## config.mk

```make
export PLATFORM = sky130hd
export DESIGN_NAME = ram_bist_controller
export DESIGN_NICKNAME = d
export VERILOG_FILES = /design/src/rtl/ram_bist_pkg.sv /design/src/rtl/ram_bist_checker.sv /design/src/rtl/ram_bist_controller.sv
export SDC_FILE = /design/constraint.sdc
export NUM_CORES = 1
export LEC_CHECK = 0
export ABC_AREA = 1
export BUFFER_PORTS_ARGS = -buffer_cell sky130_fd_sc_hd__buf_2
export CAP_MARGIN = 40
export CORE_MARGIN = 2
export CORE_UTILIZATION = 56
export CTS_BUF_LIST = sky130_fd_sc_hd__clkbuf_16
export CTS_CLUSTER_DIAMETER = 40
export DETAILED_ROUTE_END_ITERATION = 12
export PLACE_DENSITY = 0.79
export SYNTH_ARGS = -nofsm -noshare
export SYNTH_HDL_FRONTEND = slang
export SYNTH_HIERARCHICAL = 1
export SYNTH_SLANG_ARGS = --single-unit
```

## constraint.sdc

```tcl
create_clock -name clk_i -period 2.15 [get_ports clk_i]
set_clock_uncertainty 0.15 [all_clocks]
set_input_delay 0.3225 -clock clk_i [delete_from_list [all_inputs] [get_ports clk_i]]
set_output_delay 0.3225 -clock clk_i [all_outputs]
set_load 0.03 [all_outputs]
```

## src/rtl/ram_bist_pkg.sv

```systemverilog
// Shared definitions for the RAM BIST sequencer: FSM states and the test pattern.
package ram_bist_pkg;

    localparam int unsigned PAT_W = 32;

    typedef enum logic [2:0] {
        S_IDLE  = 3'd0,
        S_WR    = 3'd1,
        S_RD    = 3'd2,
        S_WRI   = 3'd3,
        S_RDI   = 3'd4,
        S_DRAIN = 3'd5
    } state_e;

    // Address XOR seed, optionally inverted; callers truncate to the word width,
    // which keeps only the low min(ADDR_W, DATA_W) address bits.
    function automatic logic [PAT_W-1:0] pat(input logic [PAT_W-1:0] addr,
                                             input logic [PAT_W-1:0] seed,
                                             input logic             inv);
        logic [PAT_W-1:0] p;
        p = addr ^ seed;
        return inv ? ~p : p;
    endfunction

endpackage

```

## src/rtl/ram_bist_checker.sv

```systemverilog
// Compare side of the BIST: counts read mismatches and latches the first failing address.
module ram_bist_checker
    import ram_bist_pkg::*;
#(
    parameter int unsigned ADDR_W = 10,
    parameter int unsigned DATA_W = 8
) (
    input  logic              clk_i,
    input  logic              rst_i,
    input  logic              clear_i,
    input  logic              cmp_valid_i,
    input  logic [DATA_W-1:0] expected_i,
    input  logic [ADDR_W-1:0] addr_d_i,
    input  logic [DATA_W-1:0] mem_rdata_i,
    output logic [ADDR_W+1:0] err_cnt_o,
    output logic              fail_valid_o,
    output logic [ADDR_W-1:0] fail_addr_o,
    output logic              mismatch_c_o
);

    localparam int unsigned CNT_W = ADDR_W + 2;

    logic [CNT_W-1:0]  err_cnt_q;
    logic              fail_valid_q;
    logic [ADDR_W-1:0] fail_addr_q;

    assign mismatch_c_o = cmp_valid_i && (mem_rdata_i != expected_i);

    // Saturating error count; first failing address is kept until the next clear.
    always_ff @(posedge clk_i) begin
        if (rst_i || clear_i) begin
            err_cnt_q    <= '0;
            fail_valid_q <= 1'b0;
            fail_addr_q  <= '0;
        end else if (mismatch_c_o) begin
            if (err_cnt_q != {CNT_W{1'b1}}) begin
                err_cnt_q <= err_cnt_q + CNT_W'(1);
            end
            if (!fail_valid_q) begin
                fail_valid_q <= 1'b1;
                fail_addr_q  <= addr_d_i;
            end
        end
    end

    assign err_cnt_o    = err_cnt_q;
    assign fail_valid_o = fail_valid_q;
    assign fail_addr_o  = fail_addr_q;

endmodule

```

## src/rtl/ram_bist_controller.sv

```systemverilog
// Four-phase write/verify BIST sequencer driving a single-port synchronous RAM.
module ram_bist_controller
    import ram_bist_pkg::*;
#(
    parameter int unsigned ADDR_W = 10,
    parameter int unsigned DATA_W = 8,
    parameter int unsigned DEPTH  = 1024
) (
    input  logic              clk_i,
    input  logic              rst_i,
    input  logic              start_i,
    input  logic [DATA_W-1:0] seed_i,
    output logic [ADDR_W-1:0] mem_addr_o,
    output logic [DATA_W-1:0] mem_wdata_o,
    output logic              mem_we_o,
    output logic              mem_re_o,
    output logic              mem_cs_o,
    input  logic [DATA_W-1:0] mem_rdata_i,
    output logic              busy_o,
    output logic              done_o,
    output logic              pass_o,
    output logic [ADDR_W+1:0] err_cnt_o,
    output logic              fail_valid_o,
    output logic [ADDR_W-1:0] fail_addr_o
);

    localparam logic [ADDR_W-1:0] LAST_ADDR = ADDR_W'(DEPTH - 1);

    state_e            state_q, state_d;
    logic [ADDR_W-1:0] addr_q, addr_d;
    logic [DATA_W-1:0] seed_q, seed_d;
    logic [DATA_W-1:0] wdata_q, wdata_d;
    logic              we_q, we_d, re_q, re_d, cs_q, cs_d;
    logic              busy_q, busy_d, done_q, done_d, pass_q, pass_d;
    logic              cmp_valid_q, cmp_valid_d;
    logic [DATA_W-1:0] exp_q, exp_d;
    logic [ADDR_W-1:0] raddr_q, raddr_d;
    logic              clear_c, last_c, mismatch_c, fail_valid_c;
    logic [ADDR_W-1:0] addr_nxt_c;

    assign last_c     = (addr_q == LAST_ADDR);
    assign addr_nxt_c = last_c ? '0 : addr_q + ADDR_W'(1);

    always_comb begin
        state_d     = state_q;
        addr_d      = addr_q;
        seed_d      = seed_q;
        busy_d      = busy_q;
        done_d      = 1'b0;
        pass_d      = pass_q;
        clear_c     = 1'b0;

        unique case (state_q)
            S_IDLE: begin
                if (start_i) begin
                    state_d = S_WR;
                    addr_d  = '0;
                    seed_d  = seed_i;
                    busy_d  = 1'b1;
                    pass_d  = 1'b0;
                    clear_c = 1'b1;
                end
            end
            S_WR: begin
                addr_d = addr_nxt_c;
                if (last_c) state_d = S_RD;
            end
            S_RD: begin
                addr_d = addr_nxt_c;
                if (last_c) state_d = S_WRI;
            end
            S_WRI: begin
                addr_d = addr_nxt_c;
                if (last_c) state_d = S_RDI;
            end
            S_RDI: begin
                addr_d = addr_nxt_c;
                if (last_c) state_d = S_DRAIN;
            end
            S_DRAIN: begin
                // The final RDI compare lands in this cycle, so fold it into pass.
                state_d = S_IDLE;
                busy_d  = 1'b0;
                done_d  = 1'b1;
                pass_d  = !(fail_valid_c || mismatch_c);
            end
            default: state_d = S_IDLE;
        endcase

        // RAM pins are registered from the next state so they line up with the address.
        we_d    = (state_d == S_WR) || (state_d == S_WRI);
        re_d    = (state_d == S_RD) || (state_d == S_RDI);
        cs_d    = we_d || re_d;
        wdata_d = we_d ? DATA_W'(pat(PAT_W'(addr_d), PAT_W'(seed_d), state_d == S_WRI)) : '0;

        // Expected word and address ride one cycle behind the read they belong to.
        cmp_valid_d = re_q;
        exp_d       = DATA_W'(pat(PAT_W'(addr_q), PAT_W'(seed_q), state_q == S_RDI));
        raddr_d     = addr_q;
    end

    always_ff @(posedge clk_i) begin
        if (rst_i) begin
            state_q     <= S_IDLE;
            addr_q      <= '0;
            seed_q      <= '0;
            wdata_q     <= '0;
            we_q        <= 1'b0;
            re_q        <= 1'b0;
            cs_q        <= 1'b0;
            busy_q      <= 1'b0;
            done_q      <= 1'b0;
            pass_q      <= 1'b0;
            cmp_valid_q <= 1'b0;
            exp_q       <= '0;
            raddr_q     <= '0;
        end else begin
            state_q     <= state_d;
            addr_q      <= addr_d;
            seed_q      <= seed_d;
            wdata_q     <= wdata_d;
            we_q        <= we_d;
            re_q        <= re_d;
            cs_q        <= cs_d;
            busy_q      <= busy_d;
            done_q      <= done_d;
            pass_q      <= pass_d;
            cmp_valid_q <= cmp_valid_d;
            exp_q       <= exp_d;
            raddr_q     <= raddr_d;
        end
    end

    ram_bist_checker #(
        .ADDR_W (ADDR_W),
        .DATA_W (DATA_W)
    ) u_checker (
        .clk_i        (clk_i),
        .rst_i        (rst_i),
        .clear_i      (clear_c),
        .cmp_valid_i  (cmp_valid_q),
        .expected_i   (exp_q),
        .addr_d_i     (raddr_q),
        .mem_rdata_i  (mem_rdata_i),
        .err_cnt_o    (err_cnt_o),
        .fail_valid_o (fail_valid_c),
        .fail_addr_o  (fail_addr_o),
        .mismatch_c_o (mismatch_c)
    );

    assign mem_addr_o   = addr_q;
    assign mem_wdata_o  = wdata_q;
    assign mem_we_o     = we_q;
    assign mem_re_o     = re_q;
    assign mem_cs_o     = cs_q;
    assign busy_o       = busy_q;
    assign done_o       = done_q;
    assign pass_o       = pass_q;
    assign fail_valid_o = fail_valid_c;

endmodule
```

==> results list <==
* Max-slew violation count: 0
* Largest net degree at the start of global routing: 23
- Counting along the longest clock path gives a buffer depth of 2.
- sky130_fd_sc_hd__dfxtp_1 takes more of the synthesized area than any other cell.
- Of all nets on the critical path, the largest fanout is 8.
- Total number of cells along the worst setup path: 11
- After routing, the total negative slack on setup checks comes to 0 ps.
- The number of cells on the worst reg-to-reg path is 11.
- Status: finished, final reports clean
* Cells taking the most area after synthesis: sky130_fd_sc_hd__dfxtp_1 (39%), sky130_fd_sc_hd__nand2_1 (14%), sky130_fd_sc_hd__inv_1 (6.4%), sky130_fd_sc_hd__nor2_1 (6.2%), sky130_fd_sc_hd__nand3_1 (4.3%)
* Area post-placement: 4374 sq um
- The die covers ~7700 sq um.
- Sequential element share of the synthesized area: 0.3926
- Crit path capture type: flip-flop
* Count of unresolved DRC violations after routing: 0
* Largest delay contributor family on the critical path: simple AND/OR/NAND/NOR gates
- Of the total power, the share spent switching nets is 0.2492.
- Total gr overflow: 0
- The Yosys step of the flow raised 6 warnings.
- The critical path goes through nand2_2 > nor2_4 > nand3_2 > nand2_1 > nand2_1 > nand2_1 > nand2_2 > nor2_4 > nand2_1 > a21oi_1 > nor2_1.
- Height of the die: 87.73 microns
* Total number of vias: around 3,700
* Cell with the biggest individual delay on the critical path: sky130_fd_sc_hd__dfxtp_1
- For this run, global-route usage on met2 was measured as 0.4415.
* Reg2Reg Setup Slack: 90 ps
- The share of total power dissipated in sequential elements is 0.453.
* Internal power of the cells: 2457 uW
- The cell that appears most often on the critical path is sky130_fd_sc_hd__nand2_1.
- Buffers placed on the I/O ports in this run total between 60 and 70.
- Capturing point of the worst reg2reg path: mem_wdata_o[6]$_SDFF_PP0_
* Clock root buffer: sky130_fd_sc_hd__clkbuf_16
* HPWL reported at the end of detailed placement: approximately 7 mm
- Setup violations remaining at the end of the flow were counted as 0.
- CTS H-Tree Depth: 3
- Of the post-synthesis cell area, the dominant cell type holds 0.3926.
* Total Routed Length: approximately 9.4 mm
* Clock-pin slew on the worst setup and hold paths: ~60 ps
* Static Leak: 0.002407 uW
- Total clock buffers created by CTS: 9
* Initial antenna violation count: 0
- The critical path ends at mem_wdata_o[6]$_SDFF_PP0_.
- Floorplan row count: 30
- IR drop worst, VDD: about 0.49 mV
- NetSw: around 800 uW
- Antenna Nets Post-Route: 0
- Total inserted antenna cells: 0
* Worst Tran Pin Value: ~430 ps
- Clock tree from TritonCTS: yes
* CP startpoint kind: flip-flop
* Met1 GRT Util: 0.3146
* Area growth syn-to-layout: 19.47%
* Mean Syn Cell Area: roughly 7 sq um
- Number of synthesized register bits: 77
- The share of total power dissipated in the clock network is 0.452.
- Share of post-route cells with drive strength above 1: 0.2539
* Max stage delay on crit path: 530 ps
* Number of violations of the max-capacitance limit: 0
- Minimum clock period after layout: 2056 ps
- Number of clock sinks: 77
- The clock reaches the later pin of the worst-skew pair after 330 ps.
- After detailed routing, the average wire length per cell comes to around 13 microns.
- Vias in the first global route: 3,341
- In the finished design, the share of the clock period the worst path needs comes to 0.9561.
* Count of cell types in the netlist: 36
* Vias per cell: around 5.1
- Leaving out fill and tap cells, the most frequent cells in the layout are sky130_fd_sc_hd__nand2_1 (151), sky130_fd_sc_hd__dfxtp_1 (75), sky130_fd_sc_hd__inv_1 (68), sky130_fd_sc_hd__nor2_1 (65), sky130_fd_sc_hd__buf_2 (65).
* Ratio of total power to cell area: between 600 and 700 nW/um^2
- Derived from the worst setup path, the maximum achievable clock frequency is ~0.49 GHz.
- The synthesized netlist occupies a cell area of between 3000 and 4000 sq um.
- Setup slack closes at ~94 ps.
- In the global route stage, met3 resource usage came out at 0.05844.
- Most common cell after layout, fill and taps aside: sky130_fd_sc_hd__nand2_1
* Comb power frac: 0.095
- Required time of the critical path: roughly 2200 ps
- Arrival time at the worst endpoint: 2130 ps
- The critical path contains buffers and inverters numbering 0 combined.
* Core occupancy in the finished layout: 0.6904
* Area of the core: just under 7000 sq um
- The first detailed-routing pass ran for 4 iterations.
- Total global-route track usage: 0.2565
- Routability-driven placement finished with a final weighted congestion of between 1 and 1.5.
- The first global-routing pass estimated 15.36 mm of wire.
- Endpoints failing hold: 0
* Kind of path behind the tightest hold check: input pin to flip-flop
* Number of design-rule violations left by the first detailed-router iteration: 127
- Final layout net count: between 600 and 700
* Worst Setup Slack post-DPL: just under 100 ps
* Die extent in x: a little under 90 microns
* Synthesized instance count: about 550
* Starting density of the core: 0.5779
- Critical setup path kind: flip-flop to flip-flop
- Slew HR: 0.7115
- Tracing the worst setup path back leads to its startpoint at mem_addr_o[2]$_SDFF_PP0_.
- The layer flagged by global routing as most heavily used is met2.
* I/O pin total: 66
- Mapped Nets: roughly 580
- Once layout is done, the placed cells without fillers occupy between 4000 and 5000 sq um.
- Worst R2R Start: mem_addr_o[2]$_SDFF_PP0_
synth_stat cells:
master,instances
sky130_fd_sc_hd__nor3_1,9
sky130_fd_sc_hd__ha_1,2
sky130_fd_sc_hd__nor2_2,15
sky130_fd_sc_hd__nand4_1,9
sky130_fd_sc_hd__or2_2,6
sky130_fd_sc_hd__dfxtp_1,77
sky130_fd_sc_hd__inv_1,67
sky130_fd_sc_hd__inv_4,2
sky130_fd_sc_hd__nand4_4,1
sky130_fd_sc_hd__buf_12,1
sky130_fd_sc_hd__clkbuf_1,5
sky130_fd_sc_hd__o21ai_1,1
sky130_fd_sc_hd__o21ai_2,2
sky130_fd_sc_hd__buf_2,4
sky130_fd_sc_hd__o21ai_0,11
sky130_fd_sc_hd__nand2_4,3
sky130_fd_sc_hd__nand3_4,1
sky130_fd_sc_hd__nor2_1,65
sky130_fd_sc_hd__xor2_1,15
sky130_fd_sc_hd__buf_1,2
sky130_fd_sc_hd__or2_1,1
sky130_fd_sc_hd__nand3_2,5
sky130_fd_sc_hd__buf_8,1
sky130_fd_sc_hd__nor2_4,7
sky130_fd_sc_hd__nor2_8,1
sky130_fd_sc_hd__a31oi_1,2
sky130_fd_sc_hd__nor3_4,2
sky130_fd_sc_hd__o21ai_4,3
sky130_fd_sc_hd__inv_2,9
sky130_fd_sc_hd__nor4_1,2
sky130_fd_sc_hd__nand3_1,34
sky130_fd_sc_hd__nand3b_1,3
sky130_fd_sc_hd__nand2_2,9
sky130_fd_sc_hd__a21oi_1,22
sky130_fd_sc_hd__xnor2_1,4
sky130_fd_sc_hd__nand2_1,151
state kept, by name, indices dropped and copies added (netlist names):
| signal | count |
|---|---|
| u_checker/fail_valid_o | 1 |
| raddr_q | 10 |
| pass_o | 1 |
| mem_addr_o | 10 |
| mem_wdata_o | 8 |
| u_checker/err_cnt_o | 12 |
| done_o | 1 |
| cmp_valid_q | 1 |
| mem_we_o | 1 |
| seed_q | 8 |
| state_q | 3 |
| busy_o | 1 |
| exp_q | 8 |
| u_checker/fail_addr_o | 10 |
| mem_cs_o | 1 |
| mem_re_o | 1 |
cell type report:
class                      count  area (sq um)
inverter                      78         297.8
fill                         565          2103
multi-input combinational    386          2018
sequential                    77          1546
clock buffer                   9         225.2
timing repair buffer          77         415.4
clock inverter                 7         67.56
tap                           96         120.1
layer usage:
| layer | vias to the layer above | share of wire |
|---|---|---|
| met3 | 22 | 0.069 |
| met4 | 0 | 0.022 |
| met5 | - | 0 |
| met2 | 131 | 0.49 |
| li1 | 1871 | - |
| met1 | 1703 | 0.41 |
cell families after synthesis:
kind of cell             after synthesis  synth area share
AO/OA/AOI/OAI                         41           0.06342
XOR/XNOR                              19           0.04238
adder cells (fa/ha/maj)                2          0.006372
buffers and inverters                 91           0.09656
flip-flops                            77            0.3926
AND/OR/NAND/NOR                      324            0.3987
timing repair:
action / 4_1_cts / 5_1_grt
setup endpoints to repair: 0 / 7
hold buffers: 0 / 0
gates resized for setup: 0 / 4
buffers inserted: 0 / 1
worst min-delay path, cell delays in order:
cell and delay (ps):
sky130_fd_sc_hd__buf_2 110, sky130_fd_sc_hd__o21ai_4 70, sky130_fd_sc_hd__nor2_1 80
power groups by stage:
| stage | combinational (uW) | clock [uW] | sequential (uW) |
|---|---|---|---|
| global placement | 299 | 0 | 1510 |
| global route | 343 | 1560 | 1490 |
| CTS | 309 | 1500 | 1480 |
| detailed placement | 307 | 0 | 1510 |
| finish | 312 | 1480 | 1480 |
| floorplan | 206 | 0 | 1530 |
how the worst min path moves through the flow:
stage | start | end | cells past startpoint
5_1_grt | seed_i[5] | seed_q[5]$_SDFF_PP0_ | 3
3_5_place_dp | mem_re_o$_SDFF_PP0_ | cmp_valid_q$_SDFF_PP0_ | 2
4_1_cts | seed_i[3] | seed_q[3]$_SDFF_PP0_ | 3
2_1_floorplan | raddr_q[0]$_SDFF_PP0_ | u_checker/fail_addr_o[0]$_SDFFE_PP0P_ | 2
3_3_place_gp | mem_addr_o[9]$_SDFFE_PP0P_ | raddr_q[9]$_SDFF_PP0_ | 2
6_report | seed_i[3] | seed_q[3]$_SDFF_PP0_ | 3
metrics by stage:
stage	power, uW	hold slack, ps	cells
6_report	3273	132.7	730
5_1_grt	3385	139.2	730
4_1_cts	3290	126.8	729
3_5_place_dp	1821	292.5	713
3_3_place_gp	1812	286.9	713
2_1_floorplan	1740	280.6	554
(Power assumes the default switching activity.)
